==> src/rtl/uart_rx_auth_if.sv <==
// Byte-level handshake between the UART receive front end and the
// authentication FSM: serial line in, held byte plus sticky status out.
interface uart_rx_auth_if;
  logic       RX;
  logic       clr_rdy;
  logic       rdy;
  logic [7:0] cmd;
  logic       frm_err;
  logic       ovr_err;

  modport master (
    output RX, clr_rdy,
    input  rdy, cmd, frm_err, ovr_err
  );

  modport slave (
    input  RX, clr_rdy,
    output rdy, cmd, frm_err, ovr_err
  );
endinterface

==> src/rtl/uart_rx_auth.sv <==
// uart_rx_auth: 8N1 UART receiver for the rider-authentication path.
// Synchronises RX, validates the start bit at its mid-point, samples eight
// data bits LSB first and the stop bit, then holds the byte on cmd with a
// sticky rdy flag plus sticky framing-error and overrun flags.
// Optional build macro UART_RX_MAJORITY_EN: every sample point becomes a
// 2-of-3 majority over the last three rx_s values, at unchanged latency.
//
// state | meaning
// IDLE  | waiting for a 1->0 edge on the synchronised line
// START | counting to the start-bit mid-point, rejecting glitches
// DATA  | sampling data bits 0..7 one bit period apart
// STOP  | sampling the stop bit, then publishing the byte or a framing error
module uart_rx_auth #(
  parameter int unsigned BAUD_DIV = 2604
) (
  input logic         clk,
  input logic         rst_n,
  uart_rx_auth_if.slave bus
);

  localparam int unsigned HALF_DIV  = BAUD_DIV / 2;
  localparam logic [15:0] HALF_LOAD = 16'(HALF_DIV - 1);
  localparam logic [15:0] BAUD_LOAD = 16'(BAUD_DIV - 1);

  typedef enum logic [1:0] {IDLE, START, DATA, STOP} state_t;

  state_t      state, state_nxt;
  logic [15:0] cnt, cnt_nxt;
  logic [3:0]  bit_cnt, bit_cnt_nxt;
  logic [7:0]  shift, shift_nxt;
  logic        byte_done, frame_bad;

  logic        rx_meta, rx_s, rx_d1;
  logic [1:0]  sync_fill;
  logic        armed;
  logic        start_edge;
  logic        sample;

  logic        rdy_r, frm_err_r, ovr_err_r;
  logic [7:0]  cmd_r;

`ifdef UART_RX_MAJORITY_EN
  logic        rx_d2;
`endif

  // Synchroniser and sample history. armed only goes high once the
  // synchroniser holds real line data and that data is high, so a line that
  // is low when reset releases (mid-frame) cannot fake a start edge.
  always_ff @(posedge clk or negedge rst_n) begin
    if (!rst_n) begin
      rx_meta   <= 1'b1;
      rx_s      <= 1'b1;
      rx_d1     <= 1'b1;
`ifdef UART_RX_MAJORITY_EN
      rx_d2     <= 1'b1;
`endif
      sync_fill <= 2'd0;
      armed     <= 1'b0;
    end else begin
      rx_meta <= bus.RX;
      rx_s    <= rx_meta;
      rx_d1   <= rx_s;
`ifdef UART_RX_MAJORITY_EN
      rx_d2   <= rx_d1;
`endif
      if (sync_fill != 2'd2)
        sync_fill <= sync_fill + 2'd1;
      if (sync_fill == 2'd2 && rx_s)
        armed <= 1'b1;
    end
  end

  assign start_edge = armed && rx_d1 && !rx_s;

`ifdef UART_RX_MAJORITY_EN
  assign sample = (rx_s & rx_d1) | (rx_s & rx_d2) | (rx_d1 & rx_d2);
`else
  assign sample = rx_s;
`endif

  // FSM state, down-counter, bit counter and shift register.
  always_ff @(posedge clk or negedge rst_n) begin
    if (!rst_n) begin
      state   <= IDLE;
      cnt     <= 16'd0;
      bit_cnt <= 4'd0;
      shift   <= 8'h00;
    end else begin
      state   <= state_nxt;
      cnt     <= cnt_nxt;
      bit_cnt <= bit_cnt_nxt;
      shift   <= shift_nxt;
    end
  end

  // Next state: each state counts down to zero, then acts on the sample.
  always_comb begin
    state_nxt   = state;
    cnt_nxt     = cnt;
    bit_cnt_nxt = bit_cnt;
    shift_nxt   = shift;
    byte_done   = 1'b0;
    frame_bad   = 1'b0;
    case (state)
      IDLE: begin
        if (start_edge) begin
          state_nxt = START;
          cnt_nxt   = HALF_LOAD;
        end
      end
      START: begin
        if (cnt == 16'd0) begin
          if (!sample) begin
            state_nxt   = DATA;
            cnt_nxt     = BAUD_LOAD;
            bit_cnt_nxt = 4'd0;
          end else begin
            state_nxt = IDLE;
          end
        end else begin
          cnt_nxt = cnt - 16'd1;
        end
      end
      DATA: begin
        if (cnt == 16'd0) begin
          shift_nxt = {sample, shift[7:1]};
          cnt_nxt   = BAUD_LOAD;
          if (bit_cnt == 4'd7)
            state_nxt = STOP;
          else
            bit_cnt_nxt = bit_cnt + 4'd1;
        end else begin
          cnt_nxt = cnt - 16'd1;
        end
      end
      STOP: begin
        if (cnt == 16'd0) begin
          state_nxt = IDLE;
          if (sample)
            byte_done = 1'b1;
          else
            frame_bad = 1'b1;
        end else begin
          cnt_nxt = cnt - 16'd1;
        end
      end
      default: state_nxt = IDLE;
    endcase
  end

  // Sticky outputs: an ack clears, a completing frame sets and wins over it.
  always_ff @(posedge clk or negedge rst_n) begin
    if (!rst_n) begin
      rdy_r     <= 1'b0;
      cmd_r     <= 8'h00;
      frm_err_r <= 1'b0;
      ovr_err_r <= 1'b0;
    end else begin
      if (bus.clr_rdy) begin
        rdy_r     <= 1'b0;
        frm_err_r <= 1'b0;
        ovr_err_r <= 1'b0;
      end
      if (byte_done) begin
        cmd_r <= shift;
        rdy_r <= 1'b1;
        if (rdy_r && !bus.clr_rdy)
          ovr_err_r <= 1'b1;
      end
      if (frame_bad)
        frm_err_r <= 1'b1;
    end
  end

  assign bus.rdy     = rdy_r;
  assign bus.cmd     = cmd_r;
  assign bus.frm_err = frm_err_r;
  assign bus.ovr_err = ovr_err_r;

endmodule
==> src/flat_wrapper.sv <==
// flat-port wrapper written by rule: the top's interface ports become plain ports
module uart_rx_auth_flat 
#(
  parameter int unsigned BAUD_DIV = 2604
)
  (clk, rst_n, bus_RX, bus_clr_rdy, bus_rdy, bus_cmd, bus_frm_err, bus_ovr_err);
  uart_rx_auth_if bus_i ();
  input logic clk;
  input logic rst_n;
  input wire logic [$bits(bus_i.RX)-1:0] bus_RX;
  input wire logic [$bits(bus_i.clr_rdy)-1:0] bus_clr_rdy;
  output wire logic [$bits(bus_i.rdy)-1:0] bus_rdy;
  output wire logic [$bits(bus_i.cmd)-1:0] bus_cmd;
  output wire logic [$bits(bus_i.frm_err)-1:0] bus_frm_err;
  output wire logic [$bits(bus_i.ovr_err)-1:0] bus_ovr_err;
  assign bus_i.RX = bus_RX;
  assign bus_i.clr_rdy = bus_clr_rdy;
  assign bus_rdy = bus_i.rdy;
  assign bus_cmd = bus_i.cmd;
  assign bus_frm_err = bus_i.frm_err;
  assign bus_ovr_err = bus_i.ovr_err;
  uart_rx_auth #(.BAUD_DIV(BAUD_DIV)) u_core (.clk(clk), .rst_n(rst_n), .bus(bus_i));
endmodule
==> config.mk <==
export PLATFORM = sky130hd
export DESIGN_NAME = uart_rx_auth_flat
export DESIGN_NICKNAME = d
export VERILOG_FILES = /design/src/rtl/uart_rx_auth_if.sv /design/src/rtl/uart_rx_auth.sv /design/src/flat_wrapper.sv
export SDC_FILE = /design/constraint.sdc
export NUM_CORES = 1
export LEC_CHECK = 0
export ABC_AREA = 1
export CAP_MARGIN = 20
export CORE_MARGIN = 2
export CORE_UTILIZATION = 53
export CTS_CLUSTER_SIZE = 8
export DETAILED_ROUTE_END_ITERATION = 10
export PLACE_DENSITY_LB_ADDON = 0.12
export REMOVE_ABC_BUFFERS = 1
export SLEW_MARGIN = 25
export SYNTH_ARGS = -nofsm -noshare
export SYNTH_HDL_FRONTEND = slang
export SYNTH_SLANG_ARGS = --single-unit
==> constraint.sdc <==
create_clock -name clk -period 1.7 [get_ports clk]
set_clock_uncertainty 0.1 [all_clocks]
set_input_delay 0.255 -clock clk [delete_from_list [all_inputs] [get_ports clk]]
set_output_delay 0.255 -clock clk [all_outputs]
set_load 0.03 [all_outputs]
==> results of run 1 <==
[state kept, by name, indices dropped and copies added, names as in the netlist, named ones only]
| signal | count |
|---|---|
| u_core.bus.rdy | 1 |
| u_core.sync_fill | 2 |
| u_core.rx_s | 1 |
| u_core.shift | 8 |
| u_core.bus.cmd | 8 |
| u_core.cnt | 16 |
| u_core.armed | 1 |
| u_core.rx_d1 | 1 |
| u_core.rx_meta | 1 |
| u_core.state | 1 |
| u_core.bus.frm_err | 1 |
| u_core.bit_cnt | 4 |
| u_core.bus.ovr_err | 1 |
[layout by cell type, fill, tap and decap left out, types with 8 or more instances in the layout]
cell,n
nand2_1,63
inv_1,35
nor2_1,25
nor2_2,10
nand2_2,22
dlygate4sd2_1,11
nand3_1,13
o21ai_2,21
nand3_2,9
buf_4,33
o21ai_0,8
dfrtp_1,43
[cell type report]
| cell class | count | area share [%] |
|---|---|---|
| multi-input combinational | 226 | 41.82 |
| sequential | 47 | 33.37 |
| timing repair buffer | 55 | 14.46 |
| inverter | 45 | 5.267 |
| tap | 67 | 2.368 |
| clock buffer | 5 | 1.944 |
| clock inverter | 3 | 0.7777 |
[cells by family (layout without fill, tap and decap cells)]
family                   after synthesis  in the layout  share of synthesized area, %
AND/OR/NAND/NOR                      169            170                         30.46
flip-flops                            47             47                         45.10
XOR/XNOR                               7              7                         2.343
AO/OA/AOI/OAI                         41             41                         10.28
adder cells (fa/ha/maj)                8              8                         3.826
buffers and inverters                 49            108                         7.986
[per-stage QoR]
step                hold slack [ns]  instances  instance area [sq um]  worst slack (ns)
floorplan                   -0.1406        317                   2577           -0.1772
global placement             0.1542        430                   3087          -0.01378
detailed placement           0.1562        430                   3087          -0.06549
CTS                          0.2363        447                   3326          -0.01771
global route                 0.2372        448                   3540           -0.2277
finish                       0.2403        448                   3540          -0.08263
[layer usage]
metal | vias to the layer above | global-route usage [%] | part of all wire, %
met1 | 1069 | 33.86 | 45
li1 | 1136 | - | -
met5 | - | 0 | 0
met2 | 56 | 40.77 | 47
met3 | 19 | 4.472 | 4.1
met4 | 0 | 7.738 | 3.2
[critical path, cell delays in order (launching register included)]
cell and delay, ns:
dfrtp_1 0.38, inv_1 0.11, ha_4 0.15, inv_2 0.03
nor2_2 0.08, nand2_2 0.07, nor2_4 0.17, nand3_4 0.17
buf_12 0.18, nand3b_1 0.10, nand2_1 0.06, nand2_1 0.06
nor2_1 0.04
[repair_timing]
item	CTS	global route
gates cloned	2	1
hold buffers	1	0
pin swaps	1	12
buffers inserted	6	1
endpoints found under the setup margin	38	41
endpoints found under the hold margin	44	0
gates resized for setup	26	68
[power groups by stage]
stage / sequential (uW) / clock (uW) / combinational, uW
final: 1460 / 762 / 3200
after global routing: 1480 / 814 / 3520
after CTS: 1450 / 765 / 2740
after detailed placement: 1480 / 0 / 2550
after global placement: 1470 / 0 / 2520
after floorplan: 1470 / 0 / 1610
[worst max path at each step]
| stage | endpoint | slack [ns] | startpoint | depth (start not counted) |
|---|---|---|---|---|
| floorplan | u_core.shift[4]$_DFFE_PN0P_ | -0.18 | u_core.state[0]$_DFFE_PN0P_ | 5 |
| global placement | u_core.bus.cmd[2]$_DFFE_PN0P_ | -0.01 | u_core.cnt[0]$_DFFE_PN0P_ | 11 |
| detailed placement | u_core.bit_cnt[2]$_DFFE_PN0P_ | -0.07 | u_core.cnt[0]$_DFFE_PN0P_ | 11 |
| CTS | u_core.cnt[6]$_DFFE_PN0P_ | -0.02 | u_core.cnt[0]$_DFFE_PN0P_ | 12 |
| global route | u_core.cnt[6]$_DFFE_PN0P_ | -0.23 | u_core.cnt[1]$_DFFE_PN0P_ | 12 |
| finish | u_core.cnt[6]$_DFFE_PN0P_ | -0.08 | u_core.cnt[1]$_DFFE_PN0P_ | 12 |
==> impl_metrics.yaml, run 1 <==
yosys:
  synthFlopType: "dfrtp_1"
  synth_cell_type_count: 34
  syn_inst: 321
  synthTopCellsByArea: "dfrtp_1 42%, nand2_1 12%, inv_1 5.7%, nor2_1 4.7%, o21ai_2 4.4%"
  yosys_warnings: 0
  yosysTopAreaCellShare_pct: 42.09
  yosysMostFrequentCell: "nand2_1"
  synthTopCellsByCount: "82 x nand2_1, 44 x dfrtp_1, 40 x inv_1"
  ys_seq_area_share_pct: 45.10
  ys_ff_latch: 47
  async_reset_ff_share_pct: 100.0
  syn-cell-area_sq_mm: 0.002616
  yosys.area.top_type: "dfrtp_1"
  synth-edff-count: 0
  avgSynthCellArea_sq_um: 8.150
finish:
  diodes: 0
  fin_nets: 392
  multi_input_area_sq_mm: 0.001480
  utilization_pct: 74.45
  seq_area_sq_mm: 0.001181
  post_route_cells_drive_above_1_share_pct: 39.63
  area_growth_pct: 35.29
  fillers: 366
pwr:
  switching_share_pct: 46.49
  ir_drop_mv: 0.7430
  power_uw: 5422
  clockPowerShare_pct: 14.1
  p_leak_uw: 0.001754
  switchingPower_uw: 2521
  combPwrFrac_pct: 59.0
  power_density_mw_per_mm2: 1532
  internal_power_uw: 2901
  seqPwrFrac_pct: 26.9
worst_setup_path:
  start_kind: "flip-flop"
  reg2reg_slack_ns: -0.08
  path_class: "flip-flop to flip-flop"
  cp_max_fo: 5
  cp.arrival_ns: 1.91
  required_ns: 1.82
  worstReg2RegEnd: "u_core.cnt[6]$_DFFE_PN0P_"
  r2r_cells: 12
  crit_path_end_kind: "flip-flop"
  worstReg2RegStart: "u_core.cnt[1]$_DFFE_PN0P_"
route:
  viasPerCell: 5.089
  drtIter0Drc: 140
  drc_errors: 0
  vias: 2280
  dr.pass1.iters: 4
  wire_per_inst_microns: 14.17
  routed_wl_mm: 6.350
  antenna_left: 0
die:
  die_w_microns: 74.26
  io_pins: 15
  dieArea_sq_mm: 0.005515
  coreArea_sq_mm: 0.004755
  fp.dieH_microns: 74.26
  start_util_pct: 55.03
  rows: 25
hold_path:
  hold-path-endpoint: "u_core.rx_meta$_DFF_PN1_"
  holdCritStartpoint: "bus_RX"
  worstHoldPathCells: 1
  hp-class: "input port to flip-flop"
sta:
  setup_viol: 26
  rsz0062_at_grt: "true"
  finalHoldViolCount: 0
  max_freq_ghz: 0.5610
  worst_slew_pin_slew_ns: 0.3884
  fin_crit_sh_pct: 104.9
  drv_slew: 0
  finalSetupTns_ns: -0.8562
  slew_headroom_pct: 73.91
  post-route-min-period_ns: 1.783
  setup_slack_ns: -0.08263
clocking:
  cts_tree: "done"
  htreeDepth: 2
  root_buffer: "clkbuf_8"
  numCtsBuffers: 5
  cts_sinks: 47
  insertion_delay_ns: 0.32
  cts_max_path_buffers: 2
  clk_pin_slew_ns: 0.10
outcome:
  status: "finished, violations left"
  violations: "negative setup slack"
place:
  port_buffers: 14
  gp_congestion: 0.8649
  dpl.hpwl_mm: 4.117
global_route:
  grt_overflow: 0
  antenna_found_initial: 0
  grt_pass1_vias: 2271
  grt_pass1_wl_mm: 10.43
  grt_max_degree: 48
  grt_usage_pct: 24.86
job:
  cap_violations: 0
Power figures use the tool's default switching activity.
==> inputs of run 2 (changes only) <==
--- a/config.mk
+++ b/config.mk
@@ -12,7 +12,6 @@
 export CTS_CLUSTER_SIZE = 8
 export DETAILED_ROUTE_END_ITERATION = 10
 export PLACE_DENSITY_LB_ADDON = 0.12
-export REMOVE_ABC_BUFFERS = 1
 export SLEW_MARGIN = 25
 export SYNTH_ARGS = -nofsm -noshare
 export SYNTH_HDL_FRONTEND = slang
==> impl_metrics.yaml, run 2 (synthesis gave the netlist of run 1 again) <==
yosys:
  syn-num-nets: 333
sta:
  setup_slack_ns: -0.1275
  max_freq_ghz: 0.5472
  drv_slew: 0
  slew_headroom_pct: 78.57
  fin_crit_sh_pct: 107.5
  finalHoldViolCount: 0
  rsz0062_at_grt: "true"
  worst_slew_pin_slew_ns: 0.3210
  setup_viol: 34
  finalSetupTns_ns: -2.029
  post-route-min-period_ns: 1.828
worst_setup_path:
  cp_max_fo: 8
  reg2reg_slack_ns: -0.13
  path_class: "flip-flop to flip-flop"
  crit_path_end_kind: "flip-flop"
  cp.arrival_ns: 1.96
  start_kind: "flip-flop"
  required_ns: 1.84
finish:
  fillers: 355
  seq_area_sq_mm: 0.001180
  multi_input_area_sq_mm: 0.001461
  top_register: "u_core.cnt"
  diodes: 0
  mostFrequentLayoutCells: "69 x nand2_1, 44 x dfrtp_1, 36 x inv_1"
  fin_nets: 387
  final_common_cell: "nand2_1"
  post_route_cells_drive_above_1_share_pct: 35.11
  largest_reg_flops: 16
  area_growth_pct: 33.67
outcome:
  status: "finished, violations left"
  violations: "negative setup slack"
clocking:
  cts_sinks: 47
  insertion_delay_ns: 0.30
  clk_pin_slew_ns: 0.09
  cts_tree: "done"
  cts_max_path_buffers: 2
  htreeDepth: 2
  root_buffer: "clkbuf_8"
  numCtsBuffers: 5
route:
  wl_met1_mm: 2.895
  wl_met2_mm: 2.858
  wl_met3_microns: 230
  vias: 2278
  wire_per_inst_microns: 13.66
  drc_errors: 0
  top_layer_used: "met4"
  antenna_left: 0
  drtIter0Drc: 112
  routed_wl_mm: 6.051
  dr.pass1.iters: 4
  viasPerCell: 5.142
global_route:
  antenna_found_initial: 0
  grt_overflow: 0
  grt_max_degree: 48
  grt_pass1_wl_mm: 9.128
  grt_usage_pct: 21.74
  grt_pass1_vias: 1978
pwr:
  power_density_mw_per_mm2: 1532
  p_leak_uw: 0.001799
  power_uw: 5357
  ir_drop_mv: 1.162
die:
  start_util_pct: 55.03
  dieArea_sq_mm: 0.005515
  die_w_microns: 74.26
  coreArea_sq_mm: 0.004755
  fp.dieH_microns: 74.26
  rows: 25
  io_pins: 15
place:
  dpl.hpwl_mm: 4.006
  gp_congestion: 0.8831
  port_buffers: 14
  pre_cts_ws_ns: -0.07437
job:
  cap_violations: 0
hold_path:
  hp-class: "input port to flip-flop"
==> run 2: cell types whose count changed in the layout (fill, tap and decap cells not counted), sizes merged <==
cell and change:
buf -4, bufinv +1, clkbuf -1, dlygate4sd2 -7, dlymetal6s2s +7, inv -1
==> run 2: worst paths after layout <==
check	startpoint	end	cells past startpoint
worst max-delay path	u_core.cnt[0]$_DFFE_PN0P_	u_core.shift[0]$_DFFE_PN0P_	10
worst min-delay path	bus_RX	u_core.rx_meta$_DFF_PN1_	1
worst min register to register	u_core.rx_meta$_DFF_PN1_	u_core.rx_s$_DFF_PN1_	0
max in group asynchronous	rst_n	u_core.rx_s$_DFF_PN1_	3
worst max register to register	u_core.cnt[0]$_DFFE_PN0P_	u_core.shift[0]$_DFFE_PN0P_	10
min in group asynchronous	rst_n	u_core.cnt[6]$_DFFE_PN0P_	3
==> run 2: power breakdown <==
| part | switching [uW] | leakage (uW) | total (uW) | internal [uW] |
|---|---|---|---|---|
| clock | 399 | 0.0000548 | 842 | 443 |
| combinational | 1840 | 0.00112 | 3040 | 1200 |
| sequential | 173 | 0.000619 | 1470 | 1300 |
==> run 2: cell type report <==
class / instances / area share (%)
Timing Repair Buffer: 50 / 13.60
Sequential cell: 47 / 33.74
Clock inverter: 3 / 1.324
Tap cell: 67 / 2.397
Clock buffer: 5 / 1.968
Multi-Input combinational cell: 226 / 41.79
Inverter: 45 / 5.188
==> run 2: worst max-delay path, stage by stage (launching register included) <==
cell	delay, ns
dfrtp_1	0.40
inv_2	0.08
ha_4	0.13
buf_4	0.10
buf_4	0.10
nand4_1	0.14
nor4_4	0.28
buf_4	0.18
clkbuf_16	0.16
nand2_2	0.04
o21ai_1	0.06
==> run 2: layer usage <==
metal / vias to the layer above / track usage (%)
met1: 1083 / 34.49
met3: 7 / 3.523
li1: 1132 / -
met4: 0 / 7.341
met5: - / 0
met2: 56 / 30.06
==> run 2: what timing repair did <==
action	4_1_cts	5_1_grt
pin swaps	1	18
setup buffers	0	2
resized for setup	19	63
gates cloned	1	2
setup endpoints to repair	29	47
hold buffers	1	0
endpoints found under the hold margin	44	0
==> run 2: through the flow <==
stage | utilization (%) | hold WS (ns) | cell area (sq um) | cells
floorplan | - | -0.1406 | 2619 | 321
finish | 73.55 | 0.2446 | 3497 | 443
CTS | 68.29 | 0.2410 | 3247 | 439
detailed placement | 64.29 | 0.1584 | 3057 | 429
global route | 73.55 | 0.2674 | 3497 | 443
global placement | 64.29 | 0.1537 | 3057 | 429
==> inputs of run 3 (changes only) <==
--- a/config.mk
+++ b/config.mk
@@ -9,6 +9,7 @@
 export CAP_MARGIN = 20
 export CORE_MARGIN = 2
 export CORE_UTILIZATION = 53
+export CTS_CLUSTER_DIAMETER = 60
 export CTS_CLUSTER_SIZE = 8
 export DETAILED_ROUTE_END_ITERATION = 10
 export PLACE_DENSITY_LB_ADDON = 0.12
==> results of run 3 <==
Final layout, timing and power as in run 2 (identical DEF).
